### src/rtl/hls_call_pkg.sv
// Shared constants and FSM state encoding for the HLS call initiator.
package hls_call_pkg;
  localparam int HC_WIDTH   = 32;
  localparam int HC_TIMEOUT = 16;
  localparam int HC_DEPTH   = 2;

  typedef enum logic [1:0] {
    ST_IDLE = 2'd0,
    ST_CALL = 2'd1,
    ST_WAIT = 2'd2
  } call_state_e;
endpackage

### src/rtl/hls_call_fifo.sv
// Operand queue: DEPTH-entry FIFO (DEPTH a power of two, >= 2) with head peek.
module hls_call_fifo #(
  parameter int WIDTH = 64,
  parameter int DEPTH = 2
) (
  input  logic             i_clk,
  input  logic             i_reset,
  input  logic             i_push,
  input  logic [WIDTH-1:0] i_data,
  input  logic             i_pop,
  output logic [WIDTH-1:0] o_head,
  output logic             o_full,
  output logic             o_empty
);
  localparam int AW = $clog2(DEPTH);

  logic [WIDTH-1:0] r_mem [DEPTH];
  logic [AW-1:0]    r_wr, r_rd;
  logic [AW:0]      r_cnt;
  logic             w_push, w_pop;

  // A push on a full queue is legal when a pop frees the slot in the same cycle.
  assign w_push  = i_push & (~o_full | i_pop);
  assign w_pop   = i_pop & ~o_empty;
  assign o_full  = (r_cnt == (AW+1)'(DEPTH));
  assign o_empty = (r_cnt == '0);
  assign o_head  = r_mem[r_rd];

  always_ff @(posedge i_clk) begin
    if (i_reset) begin
      r_wr  <= '0;
      r_rd  <= '0;
      r_cnt <= '0;
    end else begin
      if (w_push) r_wr <= r_wr + AW'(1);
      if (w_pop)  r_rd <= r_rd + AW'(1);
      r_cnt <= r_cnt + (AW+1)'(w_push) - (AW+1)'(w_pop);
    end
  end

  always_ff @(posedge i_clk) begin
    if (w_push) r_mem[r_wr] <= i_data;
  end
endmodule

### src/rtl/hls_call_initiator.sv
// Queues operand pairs, issues one req/ack call per entry to a functional unit,
// holds the result for the consumer and aborts calls that exceed TIMEOUT.
module hls_call_initiator
  import hls_call_pkg::*;
#(
  parameter int WIDTH   = HC_WIDTH,
  parameter int TIMEOUT = HC_TIMEOUT,
  parameter int DEPTH   = HC_DEPTH
) (
  input  logic             i_clk,
  input  logic             i_reset,
  input  logic             i_in_valid,
  output logic             o_in_ready,
  input  logic [WIDTH-1:0] i_in_a,
  input  logic [WIDTH-1:0] i_in_b,
  output logic             o_fu_req,
  input  logic             i_fu_ack,
  output logic [WIDTH-1:0] o_fu_p0,
  output logic [WIDTH-1:0] o_fu_p1,
  input  logic [WIDTH-1:0] i_fu_out,
  output logic             o_out_valid,
  input  logic             i_out_ready,
  output logic [WIDTH-1:0] o_out_data,
  output logic             o_busy,
  output logic             o_timeout_err
);
  localparam logic [1:0] S_IDLE = ST_IDLE;
  localparam logic [1:0] S_CALL = ST_CALL;
  localparam logic [1:0] S_WAIT = ST_WAIT;
  localparam int         CW     = $clog2(TIMEOUT) + 1;

  logic [1:0]         r_state;
  logic [CW-1:0]      r_cnt;
  logic [WIDTH-1:0]   r_p0, r_p1, r_out_data;
  logic               r_out_valid, r_tmo_err;

  logic [2*WIDTH-1:0] w_head, w_head_src;
  logic [CW-1:0]      w_cnt_nxt;
  logic               w_full, w_empty, w_push, w_pop, w_ack, w_tmo, w_start;

  hls_call_fifo #(.WIDTH(2*WIDTH), .DEPTH(DEPTH)) u_fifo (
    .i_clk   (i_clk),
    .i_reset (i_reset),
    .i_push  (w_push),
    .i_data  ({i_in_a, i_in_b}),
    .i_pop   (w_pop),
    .o_head  (w_head),
    .o_full  (w_full),
    .o_empty (w_empty)
  );

  assign w_push     = i_in_valid & o_in_ready;
  assign w_ack      = (r_state == S_WAIT) & i_fu_ack;
  assign w_cnt_nxt  = r_cnt + CW'(1);
  // Abort when the count steps onto TIMEOUT-1; an ack in that cycle wins.
  assign w_tmo      = (r_state == S_WAIT) & ~i_fu_ack & (w_cnt_nxt == CW'(TIMEOUT-1));
  assign w_pop      = w_ack | w_tmo;
  assign o_in_ready = ~w_full | w_pop;

  // An operand arriving into an empty queue can launch immediately.
  assign w_start    = (r_state == S_IDLE) & (~w_empty | w_push) &
                      (~r_out_valid | i_out_ready);
  assign w_head_src = w_empty ? {i_in_a, i_in_b} : w_head;

  always_ff @(posedge i_clk) begin
    if (i_reset) begin
      r_state     <= S_IDLE;
      r_cnt       <= '0;
      r_p0        <= '0;
      r_p1        <= '0;
      r_out_data  <= '0;
      r_out_valid <= 1'b0;
      r_tmo_err   <= 1'b0;
    end else begin
      case (r_state)
        S_IDLE: if (w_start) begin
          r_state      <= S_CALL;
          {r_p0, r_p1} <= w_head_src;
        end
        S_CALL: begin
          r_state <= S_WAIT;
          r_cnt   <= '0;
        end
        S_WAIT: begin
          r_cnt <= w_cnt_nxt;
          if (w_pop) r_state <= S_IDLE;
        end
        default: r_state <= S_IDLE;
      endcase

      if (w_ack) begin
        r_out_data  <= i_fu_out;
        r_out_valid <= 1'b1;
      end else if (r_out_valid & i_out_ready) begin
        r_out_valid <= 1'b0;
      end

      if (w_tmo) r_tmo_err <= 1'b1;
    end
  end

  assign o_fu_req      = (r_state == S_CALL);
  assign o_busy        = (r_state != S_IDLE);
  assign o_fu_p0       = r_p0;
  assign o_fu_p1       = r_p1;
  assign o_out_valid   = r_out_valid;
  assign o_out_data    = r_out_data;
  assign o_timeout_err = r_tmo_err;
endmodule

### config.mk
export PLATFORM = sky130hd
export DESIGN_NAME = hls_call_initiator
export DESIGN_NICKNAME = d
export VERILOG_FILES = /design/src/rtl/hls_call_pkg.sv /design/src/rtl/hls_call_fifo.sv /design/src/rtl/hls_call_initiator.sv
export SDC_FILE = /design/constraint.sdc
export NUM_CORES = 1
export LEC_CHECK = 0
export CELL_PAD_IN_SITES_DETAIL_PLACEMENT = 1
export CELL_PAD_IN_SITES_GLOBAL_PLACEMENT = 1
export CORE_MARGIN = 3
export CORE_UTILIZATION = 35
export CTS_CLUSTER_SIZE = 30
export DETAILED_ROUTE_END_ITERATION = 10
export PLACE_DENSITY = 0.86
export SYNTH_ARGS = -nofsm -noshare
export SYNTH_HDL_FRONTEND = slang
export SYNTH_SLANG_ARGS = --single-unit
### constraint.sdc
create_clock -name i_clk -period 5.85 [get_ports i_clk]
set_input_delay 1.4625 -clock i_clk [delete_from_list [all_inputs] [get_ports i_clk]]
set_output_delay 1.4625 -clock i_clk [all_outputs]
set_load 0.05 [all_outputs]
### After elaboration in Yosys (flattened, before gate mapping)

Memory sizes are Yosys's and may differ from the RTL's. A register that Yosys moved wholly into a read port is not among the register bits.
Index checks and enable logic that the tools add are counted.

| word-level totals | value |
|---|---|
| register bits after elaboration | 109 |
| RAM bits | 128 |
| bits of input ports | 101 |
| output and inout port bits | 101 |
| word-level logic and storage cells | 57 |
| memories | 1 |

Memory list:

| memory | words | bits a word | rd ports | clocked after memory_dff | wr ports | RTL line | source |
|---|---|---|---|---|---|---|---|
| u_fifo.r_mem | 2 | 64 | 1 | 1 | 1 | hls_call_fifo.sv:17 | `logic [WIDTH-1:0] r_mem [DEPTH];` |

| operators by class | value |
|---|---|
| add/subtract/negate cells | 5 |
| equality and inequality tests | 6 |
| mux-type cells | 11 |
| bitwise gates (word level) | 17 |
| reduce and logical (&&, ||, !) cells | 7 |

Operators by type and width:

| cell | number |
|---|---|
| $mux W64 | 1 |
| $pmux W5 S2 | 1 |
| $and A1 B1 Y1 | 9 |
| $mux W1 | 6 |
| $pmux W2 S3 | 1 |
| $reduce_bool A2 Y1 | 3 |
| $add A5 B1 Y5 const B | 1 |
| $eq A5 B4 Y1 const B | 1 |
| $eq A2 B2 Y1 const B | 2 |
| $logic_not A2 Y1 | 2 |
| $mux W2 | 2 |
| $not A1 Y1 | 4 |
| $or A1 B1 Y1 | 4 |
| $reduce_and A2 Y1 | 2 |
| $add A1 B1 Y1 const B | 2 |
| $add A2 B1 Y2 | 1 |
| $eq A2 B1 Y1 const B | 1 |
| $ne A2 B1 Y1 const B | 1 |
| $ne A2 B2 Y1 const B | 1 |
| $sub A2 B1 Y2 | 1 |

### Depth between registers and ports, before layout

Gate-level depths: netlist of the first run.

| depth | value |
|---|---|
| depth after elaboration | 11 |
| gate-level depth with buffers | 12 |
| mapped depth without buffers | 11 |

### Hierarchy

A second synthesis of the first run with hierarchy kept.

| second synthesis, totals | value |
|---|---|
| cells, all modules | 729 |
| area, all modules | 9,999.6 sq um |

Modules (own cells, without submodules):

| module | times used | cells an instance | area each (sq um) | seq. area each (sq um) |
|---|---|---|---|---|
| hls_call_fifo | 1 | 226 | 5,117.4 | 3,943.8 |
| hls_call_initiator | 1 | 503 | 4,882.2 | 2,102.0 |

### Worst setup path before layout of the first run

Ideal clock, no wire load.

| path | value |
|---|---|
| kind | in2reg |
| start | input i_fu_ack |
| end | memory u_fifo.r_mem[0][0], enable pin |
| library setup time | 0.494 ns |
| arrival time | 5.054 ns |
| data required time | 5.356 ns |
| slack | 0.302 ns |
| cell stages on the path | 4 |
| path through | nand4bb_2 -> o21ba_2 -> o21a_4 -> nor2b_1 |

| between the ends | value |
|---|---|
| cells in the longest elaborated chain, start to end | 9 |
| elaborated cells between the ends (all ways) | 10 |
| those cells by class | mux (2); bitwise (8) |

Ends and longest elaborated chain:

| what | RTL line | source |
|---|---|---|
| from (decl) | hls_call_initiator.sv:17 | `input logic i_fu_ack,` |
| $not A1 Y1 | hls_call_initiator.sv:56 | `assign w_tmo = (r_state == S_WAIT) & ~i_fu_ack & (w_cnt_nxt == CW'(TIMEOUT-1));` |
| $and A1 B1 Y1 (2 in a row) | hls_call_initiator.sv:56 |  |
| $or A1 B1 Y1 * | hls_call_initiator.sv:57 | `assign w_pop = w_ack \| w_tmo;` |
| $or A1 B1 Y1 * | hls_call_fifo.sv:23, hls_call_initiator.sv:58 |  |
| $and A1 B1 Y1 | hls_call_initiator.sv:52 | `assign w_push = i_in_valid & o_in_ready;` |
| $and A1 B1 Y1 * | hls_call_fifo.sv:23 | `assign w_push = i_push & (~o_full \| i_pop);` |
| $mux W1 * | hls_call_fifo.sv:42 | `if (w_push) r_mem[r_wr] <= i_data;` |
| $mux W1 (implied by the code) * | hls_call_fifo.sv:42 |  |
| to (decl) | hls_call_fifo.sv:17 |  |

Every way passes the cells marked *; elsewhere a longest branch is shown, timed or not.

### Final worst setup path of the first run

| path | value |
|---|---|
| start | input i_fu_ack |
| end | output o_in_ready |

| between the ends | value |
|---|---|
| cells in the longest elaborated chain, start to end | 5 |
| elaborated cells between the ends (all ways) | 6 |
| those cells by class | bitwise (6) |

Ends and longest elaborated chain:

| what | RTL line | source |
|---|---|---|
| $not A1 Y1 | hls_call_initiator.sv:56 |  |
| $and A1 B1 Y1 (2 in a row) | hls_call_initiator.sv:56 |  |
| $or A1 B1 Y1 * | hls_call_initiator.sv:57 |  |
| $or A1 B1 Y1 * | hls_call_initiator.sv:58 | `assign o_in_ready = ~w_full \| w_pop;` |
| to (decl) | hls_call_initiator.sv:13 | `output logic o_in_ready,` |

Marked as above.

==> summary.log, run 1 <==
[outcome] run status completed
[timing] final count of pins violating max slew 0
[place] routability-driven placement congestion ratio 0.744
[synth] number of synthesized register bits 238
[clocking] root buffer cell sky130_fd_sc_hd__clkbuf_16
[power] logic gate share of total power 32.0%
[timing] slew of the pin with the lowest slew margin 0.824 ns
[synth] leading cell type by number of instances after synthesis sky130_fd_sc_hd__nor2_1
[synth] synth warn 0
[route] DRC errors left 0
[worst_setup_path] critical setup path kind in -> out
[timing] relative slew slack 45.1%
[power] leakage dissipation 4.12 nW
[grt] via count of the first global-routing pass 7202
[place] placed cells 1274
[worst_setup_path] number of cell instances on the worst register-to-register path 9
[route] detailed-route via count 6624
[power] Cell Int Power 3.48 mW
[timing] worst clock skew 0.00796 ns
[synth] top cell types by occurrence after synthesis sky130_fd_sc_hd__nor2_1, sky130_fd_sc_hd__edfxtp_1, sky130_fd_sc_hd__dfxtp_1
[flow_run] Max-cap violations 0
[synth] number of enable flip-flop cells after synthesis 128
[route] final routed wire length divided by cell count 18.4 um
[power] net switching power figure 1.93 mW
[grt] total overflow reported by the global router 0
[die] Rows 58
[synth] register area share after synthesis 65.7%
[route] total length of routed wires 24400 um
[clocking] hold-fix buffer count after cts 0
[worst_setup_path] Crit Reg-Reg Endpoint u_fifo.r_cnt[1]
[power] ratio of total power to cell area 441 nW/um^2
[place] DPL Wire Length 15400 um
[power] clock network fraction of total power 28.5%
[worst_setup_path] Data required, critical path 4.39 ns
[die] height of the die 168 um
[clocking] Skew-Pair Late Insertion Delay 0.52 ns
[die] core region area 25500 um^2
[timing] final setup fails 0
[layout] fin cells 1322
[worst_setup_path] worst-case register-to-register setup slack 2.82 ns
[layout] relative area change from synthesis to final layout 33.2%
[hold_path] Tightest Hold Check Type reg -> reg
[synth] top cell type's share of synthesized area 41.8%
[die] initial core utilization 36.0%
[timing] Final Hold Viols 0
[clocking] CTS Buf Count 27
[clocking] Reg clk slew, reported paths 0.06 ns
[synth] count of different cell masters after synthesis 39
[timing] Setup TNS 0 ns
[layout] number of diodes added for antenna fixing 0
[synth] Cells after Synth 791
[route] DRC marker count from the first detailed-route iteration 275
[worst_setup_path] startpoint class of the critical path input pin
[grt] GRT Util Overall 16.7%
[die] Die Area 28300 um^2
[die] I/O pin cnt 202
[route] Routed Antenna Nets 0
[timing] setup repair after global routing missed its margin no
[power] power share of the sequential group 39.6%
[clocking] setup bufs post-CTS 0
[layout] NumNets Final 1081
[synth] Mapped Area 9200 um^2
[worst_setup_path] critical path capture point o_in_ready
[grt] pin count of the biggest net entering global routing 130
[clocking] Resized cells post-CTS 0
[layout] fraction of final layout cells with drive strength greater than 1 5.75%
[synth] Avg Synthesized Cell Area 11.6 um^2
[die] width of the die 168 um
[worst_setup_path] Arrival @ worst endpoint 3.52 ns
[timing] minimum period implied by the final worst setup slack 4.99 ns
[clocking] CTS max path bufs 3
[synth] Area contributors post-synth sky130_fd_sc_hd__edfxtp_1, sky130_fd_sc_hd__dfxtp_1, sky130_fd_sc_hd__mux2i_1
[worst_setup_path] biggest fanout along the worst timing path 4
[timing] Achievable Freq 201 MHz
[synth] leading register cell type out of synthesis sky130_fd_sc_hd__edfxtp_1
[worst_setup_path] crit path launch i_fu_ack
[timing] final period utilization 85.2%
[clocking] clock sink count 238
[clocking] maximum level of the CTS H-tree 1
[route] number of vias per cell 5.01
[route] total iterations of the first detailed-routing run 7
[synth] nets in the synthesized netlist 899
[worst_setup_path] category of the worst setup path capture point primary output
[grt] antenna violations before repair 0
[synth] fraction of registers with async set or reset after synthesis 0%
[worst_setup_path] startpoint of the worst register-to-register path u_fifo.r_cnt[1]
[grt] global-route wire length before repair 38700 um
[power] largest voltage drop on the vdd net 0.275 mV
[clocking] TritonCTS clock tree yes
[power] Sw Ratio 35.6%
[synth] most area-hungry cell type in the Yosys netlist sky130_fd_sc_hd__edfxtp_1
[place] number of buffers inserted by port buffering 201
routing by layer:
metal | vias up | track usage, % | part of all wire (%)
met3 | 31 | 4.70 | 6.9
met2 | 177 | 30.5 | 51
met4 | 0 | 3.59 | 1.6
li1 | 3180 | - | -
met1 | 3236 | 19.7 | 41
met5 | - | 0 | 0
worst min-delay path by stage:
stage | slack (ns) | from | cells after the start | endpoint
2_1_floorplan | 0.47 | r_state[0] | 2 | r_state[0]
3_3_place_gp | 0.44 | o_out_data[30] | 2 | o_out_data[30]
3_5_place_dp | 0.45 | o_out_data[8] | 2 | o_out_data[8]
4_1_cts | 0.46 | o_out_data[1] | 2 | o_out_data[1]
5_1_grt | 0.48 | o_out_data[7] | 2 | o_out_data[7]
6_report | 0.45 | o_out_data[1] | 2 | o_out_data[1]
area by class of cell:
type	count	area, um^2
fillers	2683	13300
flip-flops and latches	238	6050
multi-input cells	487	2870
repair buffers	210	2100
clock buffers	43	746
well taps	330	413
clock inverters	5	50.0
inverters	9	33.8
power by group through the flow:
stage | combinational [mW] | clock [mW] | sequential (mW)
after floorplan | 0.703 | 0 | 2.64
after detailed placement | 1.74 | 0 | 2.17
after CTS | 1.75 | 1.59 | 2.14
after global placement | 1.68 | 0 | 2.15
final | 1.73 | 1.54 | 2.14
after global routing | 1.86 | 1.66 | 2.17
worst max-delay path: stages:
cell,delay [ns]
sky130_fd_sc_hd__clkdlybuf4s50_1,0.44
sky130_fd_sc_hd__nand4bb_2,0.35
sky130_fd_sc_hd__o21ba_2,0.34
sky130_fd_sc_hd__or2_2,0.12
sky130_fd_sc_hd__clkdlybuf4s50_1,0.81
kinds of logic (layout without fill, tap and decap cells):
kind of cell / count (synthesis) / after routing / share of synthesized area (%)
xor+xnor: 3 / 3 / 0.286
buf+inv: 66 / 267 / 3.40
fa+ha+maj: 7 / 7 / 0.952
compound gates: 181 / 181 / 12.3
flops: 238 / 238 / 65.7
simple gates: 230 / 230 / 10.1
mux: 66 / 66 / 7.23
layout by cell type (no fill, tap or decap), types with 4 or more instances in the layout:
cell type                         synthesis  final
sky130_fd_sc_hd__clkbuf_16                0     27
sky130_fd_sc_hd__clkdlybuf4s50_1          0    200
sky130_fd_sc_hd__a21oi_1                103    103
sky130_fd_sc_hd__edfxtp_1               128    128
sky130_fd_sc_hd__nor2_1                 144    143
sky130_fd_sc_hd__ha_1                     7      7
sky130_fd_sc_hd__dfxtp_1                110    109
sky130_fd_sc_hd__inv_1                    9      9
sky130_fd_sc_hd__mux2i_1                 65     65
sky130_fd_sc_hd__buf_4                    8      8
sky130_fd_sc_hd__clkbuf_1                20     15
sky130_fd_sc_hd__nand2_1                 66     66
sky130_fd_sc_hd__a211oi_1                65     65
sky130_fd_sc_hd__o21ai_0                  5      5
sky130_fd_sc_hd__nand3_1                  4      4
per-stage QoR:
stage	total power, mW	cell area (um^2)	utilization, %	hold WS (ns)	worst slack, ns
after floorplan	3.34	9200	-	0.467	0.302
after global placement	3.84	11500	44.9	0.440	0.931
after detailed placement	3.91	11500	44.9	0.450	0.867
after CTS	5.48	12300	48.0	0.456	0.855
after global routing	5.69	12300	48.0	0.477	0.798
final	5.41	12300	48.0	0.452	0.865
flip-flops by register name, indices dropped and copies added (netlist names), 2 cells and up, named ones only:
name / flops
o_fu_p0: 32
u_fifo.r_mem: 128
r_cnt: 5
o_fu_p1: 32
o_out_data: 32
r_state: 2
u_fifo.r_cnt: 2
Power figures use the tool's default switching activity.
==> run 2: changes to the inputs <==
--- a/config.mk
+++ b/config.mk
@@ -9,6 +9,7 @@
 export CELL_PAD_IN_SITES_GLOBAL_PLACEMENT = 1
 export CORE_MARGIN = 3
 export CORE_UTILIZATION = 35
+export CTS_CLUSTER_DIAMETER = 120
 export CTS_CLUSTER_SIZE = 30
 export DETAILED_ROUTE_END_ITERATION = 10
 export PLACE_DENSITY = 0.86
==> constraint.sdc (replaced) <==
create_clock -name i_clk -period 4.5 [get_ports i_clk]
set_input_delay 1.125 -clock i_clk [delete_from_list [all_inputs] [get_ports i_clk]]
set_output_delay 1.125 -clock i_clk [all_outputs]
set_load 0.05 [all_outputs]
==> run 2 against run 1 <==
  * Final area is 4.0% lower
  * Utilization down 1.9 points
  * Critical path type unchanged
  * Register-to-register slack worse by 0.84 ns
  * Routed wire length is 5.7% lower
  * Via count is 1.4% lower
  * Critical path depth stayed put
  * Non-clock buffer count rose by 2
  * Critical endpoint unchanged
  * Combinational power increased by 28%
  * Power rose by 13%
  * Highest routed layer unchanged
  * Worst hold slack improved by 0.0064 ns
  * Worst setup slack lost 0.063 ns
==> summary.log, run 2 (same netlist as run 1, synthesis figures left out) <==
[power] largest voltage drop on the vdd net 0.287 mV
[clocking] hold-fix buffer count after cts 0
[clocking] CTS Buf Count 11
[die] core region area 25500 um^2
[grt] total overflow reported by the global router 0
[die] I/O pin cnt 202
[layout] NumNets Final 1067
[route] total iterations of the first detailed-routing run 5
[timing] minimum period implied by the final worst setup slack 3.70 ns
[worst_setup_path] Arrival @ worst endpoint 2.57 ns
[route] DRC marker count from the first detailed-route iteration 297
[grt] pin count of the biggest net entering global routing 113
[layout] relative area change from synthesis to final layout 27.9%
[grt] via count of the first global-routing pass 6911
[layout] # fillers 2759
[grt] GRT Util Overall 16.0%
[worst_setup_path] Crit Reg-Reg Endpoint u_fifo.r_mem[0][60]
[timing] Setup TNS 0 ns
[layout] fraction of final layout cells with drive strength greater than 1 4.16%
[route] final routed wire length divided by cell count 17.8 um
[layout] leading cell types in the layout, fill and taps excluded sky130_fd_sc_hd__clkdlybuf4s50_1, sky130_fd_sc_hd__nor2_1, sky130_fd_sc_hd__edfxtp_1
[route] number of vias per cell 5.06
[timing] Final Hold Viols 0
[worst_setup_path] crit path launch i_fu_ack
[hold_path] Tightest Hold Check Type reg -> reg
[place] placed inst area 11500 um^2
[clocking] Resized cells post-CTS 0
[worst_setup_path] number of cell instances on the worst register-to-register path 7
[grt] routing layer with the top usage in global route met2
[layout] number of diodes added for antenna fixing 0
[hold_path] hold-critical path endpoint o_out_data[26]
[worst_setup_path] critical setup path kind in -> out
[clocking] clock sink count 238
[timing] final setup fails 0
[route] Routed Antenna Nets 0
[place] DPL Wire Length 15600 um
[timing] final count of pins violating max slew 0
[route] total length of routed wires 23000 um
[grt] met1 track utilization from global routing 19.6%
[grt] met3 Track Usage GR 4.60%
[worst_setup_path] worst-case register-to-register setup slack 1.98 ns
[layout] register with the highest flop count u_fifo.r_mem
[timing] Achievable Freq 270 MHz
[die] Die Area 28300 um^2
[clocking] setup bufs post-CTS 0
[worst_setup_path] startpoint class of the critical path input pin
[place] routability-driven placement congestion ratio 0.706
[worst_setup_path] biggest fanout along the worst timing path 4
[clocking] root buffer cell sky130_fd_sc_hd__clkbuf_16
[clocking] CTS max path bufs 3
[timing] relative slew slack 24.8%
[grt] antenna violations before repair 1
[power] Tot Pwr 6.09 mW
[power] leakage dissipation 3.89 nW
[grt] global-route wire length before repair 37300 um
[place] number of buffers inserted by port buffering 201
[worst_setup_path] startpoint of the worst register-to-register path r_cnt[1]
[worst_setup_path] Data required, critical path 3.38 ns
[timing] setup repair after global routing missed its margin no
[timing] slew of the pin with the lowest slew margin 1.13 ns
[clocking] TritonCTS clock tree yes
[route] DRC errors left 0
[hold_path] worst hold path stage count 2
[route] detailed-route via count 6533
[die] width of the die 168 um
[outcome] run status completed
[clocking] maximum level of the CTS H-tree 1
[flow_run] Max-cap violations 0
[clocking] Reg clk slew, reported paths 0.10 ns
[layout] cell area after layout 11800 um^2
[timing] worst clock skew 0.0186 ns
[clocking] Skew-Pair Late Insertion Delay 0.47 ns
[grt] global-route met2 utilization 28.6%
[die] Rows 58
[timing] final period utilization 82.2%
[power] ratio of total power to cell area 517 nW/um^2
[worst_setup_path] category of the worst setup path capture point primary output
[die] initial core utilization 36.0%
[die] height of the die 168 um
[layout] flip-flop count of the largest register, all copies and words added 128
[layout] most frequent standard cell in the layout excluding fill and tap cells sky130_fd_sc_hd__clkdlybuf4s50_1
[hold_path] launch instance of the worst min-delay path o_out_data[26]
run 2: stage by stage:
stage	hold slack, ns	instances	utilization [%]	setup WS, ns
CTS	0.462	1292	46.1	0.791
global route	0.489	1292	46.1	0.753
global placement	0.441	1276	44.9	0.864
floorplan	0.467	791	-	0.527
finish	0.458	1292	46.1	0.802
detailed placement	0.450	1276	44.9	0.798
run 2: per-layer routing:
metal | wire (um) | up-vias
li1 | - | 3134
met1 | 9660 | 3203
met2 | 11300 | 177
met4 | 253 | 0
met5 | 0 | -
met3 | 1780 | 19
run 2: worst max-delay path by stage:
| stage | end | slack, ns | cells past startpoint |
|---|---|---|---|
| 2_1_floorplan | u_fifo.r_mem[0][0] | 0.53 | 4 |
| 6_report | o_in_ready | 0.80 | 5 |
| 3_5_place_dp | o_in_ready | 0.80 | 5 |
| 5_1_grt | o_in_ready | 0.75 | 5 |
| 4_1_cts | o_in_ready | 0.79 | 5 |
| 3_3_place_gp | o_in_ready | 0.86 | 5 |
run 2: area by class of cell:
| class | instances | area (um^2) | share of cell area (%) |
|---|---|---|---|
| Sequential cell | 238 | 6050 | 51.4 |
| Multi-Input combinational cell | 487 | 2870 | 24.4 |
| Timing Repair Buffer | 212 | 2110 | 18.0 |
| Tap cell | 330 | 413 | 3.51 |
| Clock buffer | 15 | 290 | 2.47 |
| Inverter | 9 | 33.8 | 0.287 |
| Clock inverter | 1 | 3.75 | 0.0319 |
run 2: worst max-delay path, cell delays in order:
cell and delay, ns:
sky130_fd_sc_hd__clkdlybuf4s50_1 0.51, sky130_fd_sc_hd__nand4bb_2 0.22, sky130_fd_sc_hd__o21ba_2 0.21, sky130_fd_sc_hd__or2_2 0.31
sky130_fd_sc_hd__buf_4 0.20
run 2: power breakdown:
part / total [mW] / switching, mW / internal, mW
sequential: 2.77 / 0.157 / 2.62
clock: 1.09 / 0.630 / 0.459
combinational: 2.22 / 1.49 / 0.730
total: 6.09 / 2.28 / 3.81
==> run 3: changes to the inputs <==
--- a/config.mk
+++ b/config.mk
@@ -12,7 +12,7 @@
 export CTS_CLUSTER_DIAMETER = 120
 export CTS_CLUSTER_SIZE = 30
 export DETAILED_ROUTE_END_ITERATION = 10
-export PLACE_DENSITY = 0.86
+export PLACE_DENSITY = 0.84
 export SYNTH_ARGS = -nofsm -noshare
 export SYNTH_HDL_FRONTEND = slang
 export SYNTH_SLANG_ARGS = --single-unit
==> constraint.sdc (replaced) <==
create_clock -name i_clk -period 3.7 [get_ports i_clk]
set_input_delay 0.925 -clock i_clk [delete_from_list [all_inputs] [get_ports i_clk]]
set_output_delay 0.925 -clock i_clk [all_outputs]
set_load 0.05 [all_outputs]
==> run 3 against run 2 <==
  * Via count down 1.2%
  * Clock skew grew 0.0013 ns
  * Cell count is the same
  * Global-route usage is 0.41 points lower
  * First-iteration DRC count is 21% higher
  * Clock-buffer cell count is the same
  * Critical path type unchanged
  * Highest routed layer is now met5
==> summary.log, run 3 (same netlist as run 1, synthesis figures left out) <==
[grt] pin count of the biggest net entering global routing 89
[place] worst setup slack after placement 0.430 ns
[timing] final setup slack of the worst path 0.431 ns
[clocking] CTS Buf Count 11
[grt] antenna violations before repair 1
[die] width of the die 168 um
[place] number of buffers inserted by port buffering 201
[timing] minimum period implied by the final worst setup slack 3.27 ns
[worst_setup_path] slowest stage cell, crit path sky130_fd_sc_hd__clkdlybuf4s50_1
[power] net switching power figure 2.79 mW
[layout] register with the highest flop count u_fifo.r_mem
[route] Routed Antenna Nets 0
[worst_setup_path] worst-case register-to-register setup slack 1.21 ns
[grt] routing layer with the top usage in global route met2
[power] leakage dissipation 3.90 nW
[grt] global-route met2 utilization 27.6%
[die] core region area 25500 um^2
[clocking] TritonCTS clock tree yes
[worst_setup_path] startpoint of the worst register-to-register path r_state[0]
[worst_setup_path] stage delay of the slowest cell on the critical path 0.50 ns
[grt] via count of the first global-routing pass 6768
[timing] Setup TNS 0 ns
[worst_setup_path] Data required, critical path 2.77 ns
[worst_setup_path] Crit Reg-Reg Endpoint u_fifo.r_cnt[1]
[worst_setup_path] crit path cell chain clkdlybuf4s50_1, nand4bb_2, o21ba_2, or2_2, buf_4
[hold_path] hold-critical path endpoint o_out_data[31]
[grt] total overflow reported by the global router 0
[layout] number of diodes added for antenna fixing 0
[worst_setup_path] biggest fanout along the worst timing path 4
[route] total length of routed wires 22800 um
[clocking] root buffer cell sky130_fd_sc_hd__clkbuf_16
[layout] fraction of final layout cells with drive strength greater than 1 4.16%
[timing] slew of the pin with the lowest slew margin 0.927 ns
[place] routability-driven placement congestion ratio 0.739
[grt] global-route wire length before repair 36400 um
[route] detailed-route via count 6453
[power] power share of the sequential group 45.2%
[grt] met1 track utilization from global routing 19.5%
[hold_path] worst hold path stage count 2
[grt] met3 Track Usage GR 4.44%
[power] ratio of total power to cell area 630 nW/um^2
[route] final routed wire length divided by cell count 17.6 um
[worst_setup_path] startpoint class of the critical path input pin
[outcome] run status completed
[timing] final setup fails 0
[grt] GRT Util Overall 15.6%
[power] largest voltage drop on the vdd net 0.343 mV
[clocking] clock sink count 238
[power] logic gate share of total power 37.0%
[timing] Final Hold Viols 0
[route] DRC marker count from the first detailed-route iteration 358
[layout] relative area change from synthesis to final layout 28.3%
[clocking] maximum level of the CTS H-tree 1
[worst_setup_path] category of the worst setup path capture point primary output
[power] Cell Int Power 4.65 mW
[timing] Achievable Freq 306 MHz
[power] Sw Ratio 37.5%
[die] initial core utilization 36.0%
[hold_path] Tightest Hold Check Type reg -> reg
[layout] flip-flop count of the largest register, all copies and words added 128
[layout] most frequent standard cell in the layout excluding fill and tap cells sky130_fd_sc_hd__clkdlybuf4s50_1
[layout] leading cell types in the layout, fill and taps excluded sky130_fd_sc_hd__clkdlybuf4s50_1, sky130_fd_sc_hd__nor2_1, sky130_fd_sc_hd__edfxtp_1
[clocking] Skew-Pair Late Insertion Delay 0.47 ns
[die] height of the die 168 um
[worst_setup_path] sum of buffers and inverters on the critical path 2
[route] total iterations of the first detailed-routing run 4
[power] clock network fraction of total power 17.8%
[worst_setup_path] critical setup path kind in -> out
[worst_setup_path] largest delay contributor family on the critical path buffers and inverters
[clocking] hold-fix buffer count after cts 0
[flow_run] Max-cap violations 0
[clocking] CTS max path bufs 3
[clocking] Resized cells post-CTS 0
[die] I/O pin cnt 202
[clocking] setup bufs post-CTS 0
[die] Rows 58
[layout] NumNets Final 1067
[timing] final count of pins violating max slew 0
[worst_setup_path] Arrival @ worst endpoint 2.34 ns
[worst_setup_path] number of cell instances on the worst register-to-register path 11
[timing] setup repair after global routing missed its margin no
[clocking] Reg clk slew, reported paths 0.11 ns
[timing] final period utilization 88.4%
[timing] worst clock skew 0.0199 ns
[die] Die Area 28300 um^2
[place] DPL Wire Length 15200 um
[timing] relative slew slack 38.2%
[route] DRC errors left 0
[route] number of vias per cell 4.99
[hold_path] launch instance of the worst min-delay path o_out_data[31]
-- run 3: area by class of cell --
type | count | area (um^2)
clock buffer | 15 | 290
tap | 330 | 413
timing repair buffer | 212 | 2150
sequential | 238 | 6050
fill | 2748 | 13700
clock inverter | 1 | 3.75
inverter | 9 | 33.8
multi-input combinational | 487 | 2870
-- run 3: power by group through the flow --
stage | logic (mW) | registers [mW] | clock network, mW
6_report | 2.75 | 3.36 | 1.33
5_1_grt | 2.97 | 3.41 | 1.48
4_1_cts | 2.79 | 3.37 | 1.39
3_5_place_dp | 2.78 | 3.43 | 0
3_3_place_gp | 2.70 | 3.41 | 0
2_1_floorplan | 1.11 | 4.16 | 0
-- run 3: layer usage --
metal  vias up  wire [um]
li1       3133          -
met1      3145       9670
met2       157      11300
met3        16       1670
met4         2        166
met5         -         13
-- run 3: stage by stage --
step	cells	total power, mW	hold slack [ns]	util (%)	cell area (um^2)
6_report	1292	7.44	0.461	46.2	11800
5_1_grt	1292	7.86	0.487	46.2	11800
4_1_cts	1292	7.55	0.464	46.2	11800
3_5_place_dp	1276	6.20	0.449	45.1	11500
3_3_place_gp	1276	6.10	0.441	45.1	11500
2_1_floorplan	791	5.27	0.467	-	9210
-- run 3: how the worst max path moves through the flow --
stage / cells after the start / slack, ns / to / startpoint
finish: 5 / 0.43 / o_in_ready / i_fu_ack
global route: 5 / 0.36 / o_in_ready / i_fu_ack
CTS: 5 / 0.43 / o_in_ready / i_fu_ack
detailed placement: 5 / 0.43 / o_in_ready / i_fu_ack
global placement: 5 / 0.47 / o_in_ready / i_fu_ack
floorplan: 4 / 0.11 / u_fifo.r_mem[1][0] / i_fu_ack
-- run 3: worst register-to-register path: stages (launching register included) --
cell and delay, ns:
sky130_fd_sc_hd__dfxtp_1 0.35, sky130_fd_sc_hd__inv_1 0.09, sky130_fd_sc_hd__ha_1 0.33, sky130_fd_sc_hd__nand4bb_2 0.23
sky130_fd_sc_hd__a2111oi_4 0.29, sky130_fd_sc_hd__o31a_2 0.23, sky130_fd_sc_hd__ha_1 0.23, sky130_fd_sc_hd__inv_1 0.06
sky130_fd_sc_hd__ha_1 0.17, sky130_fd_sc_hd__xor2_1 0.19, sky130_fd_sc_hd__xnor2_1 0.14, sky130_fd_sc_hd__nor2_1 0.06
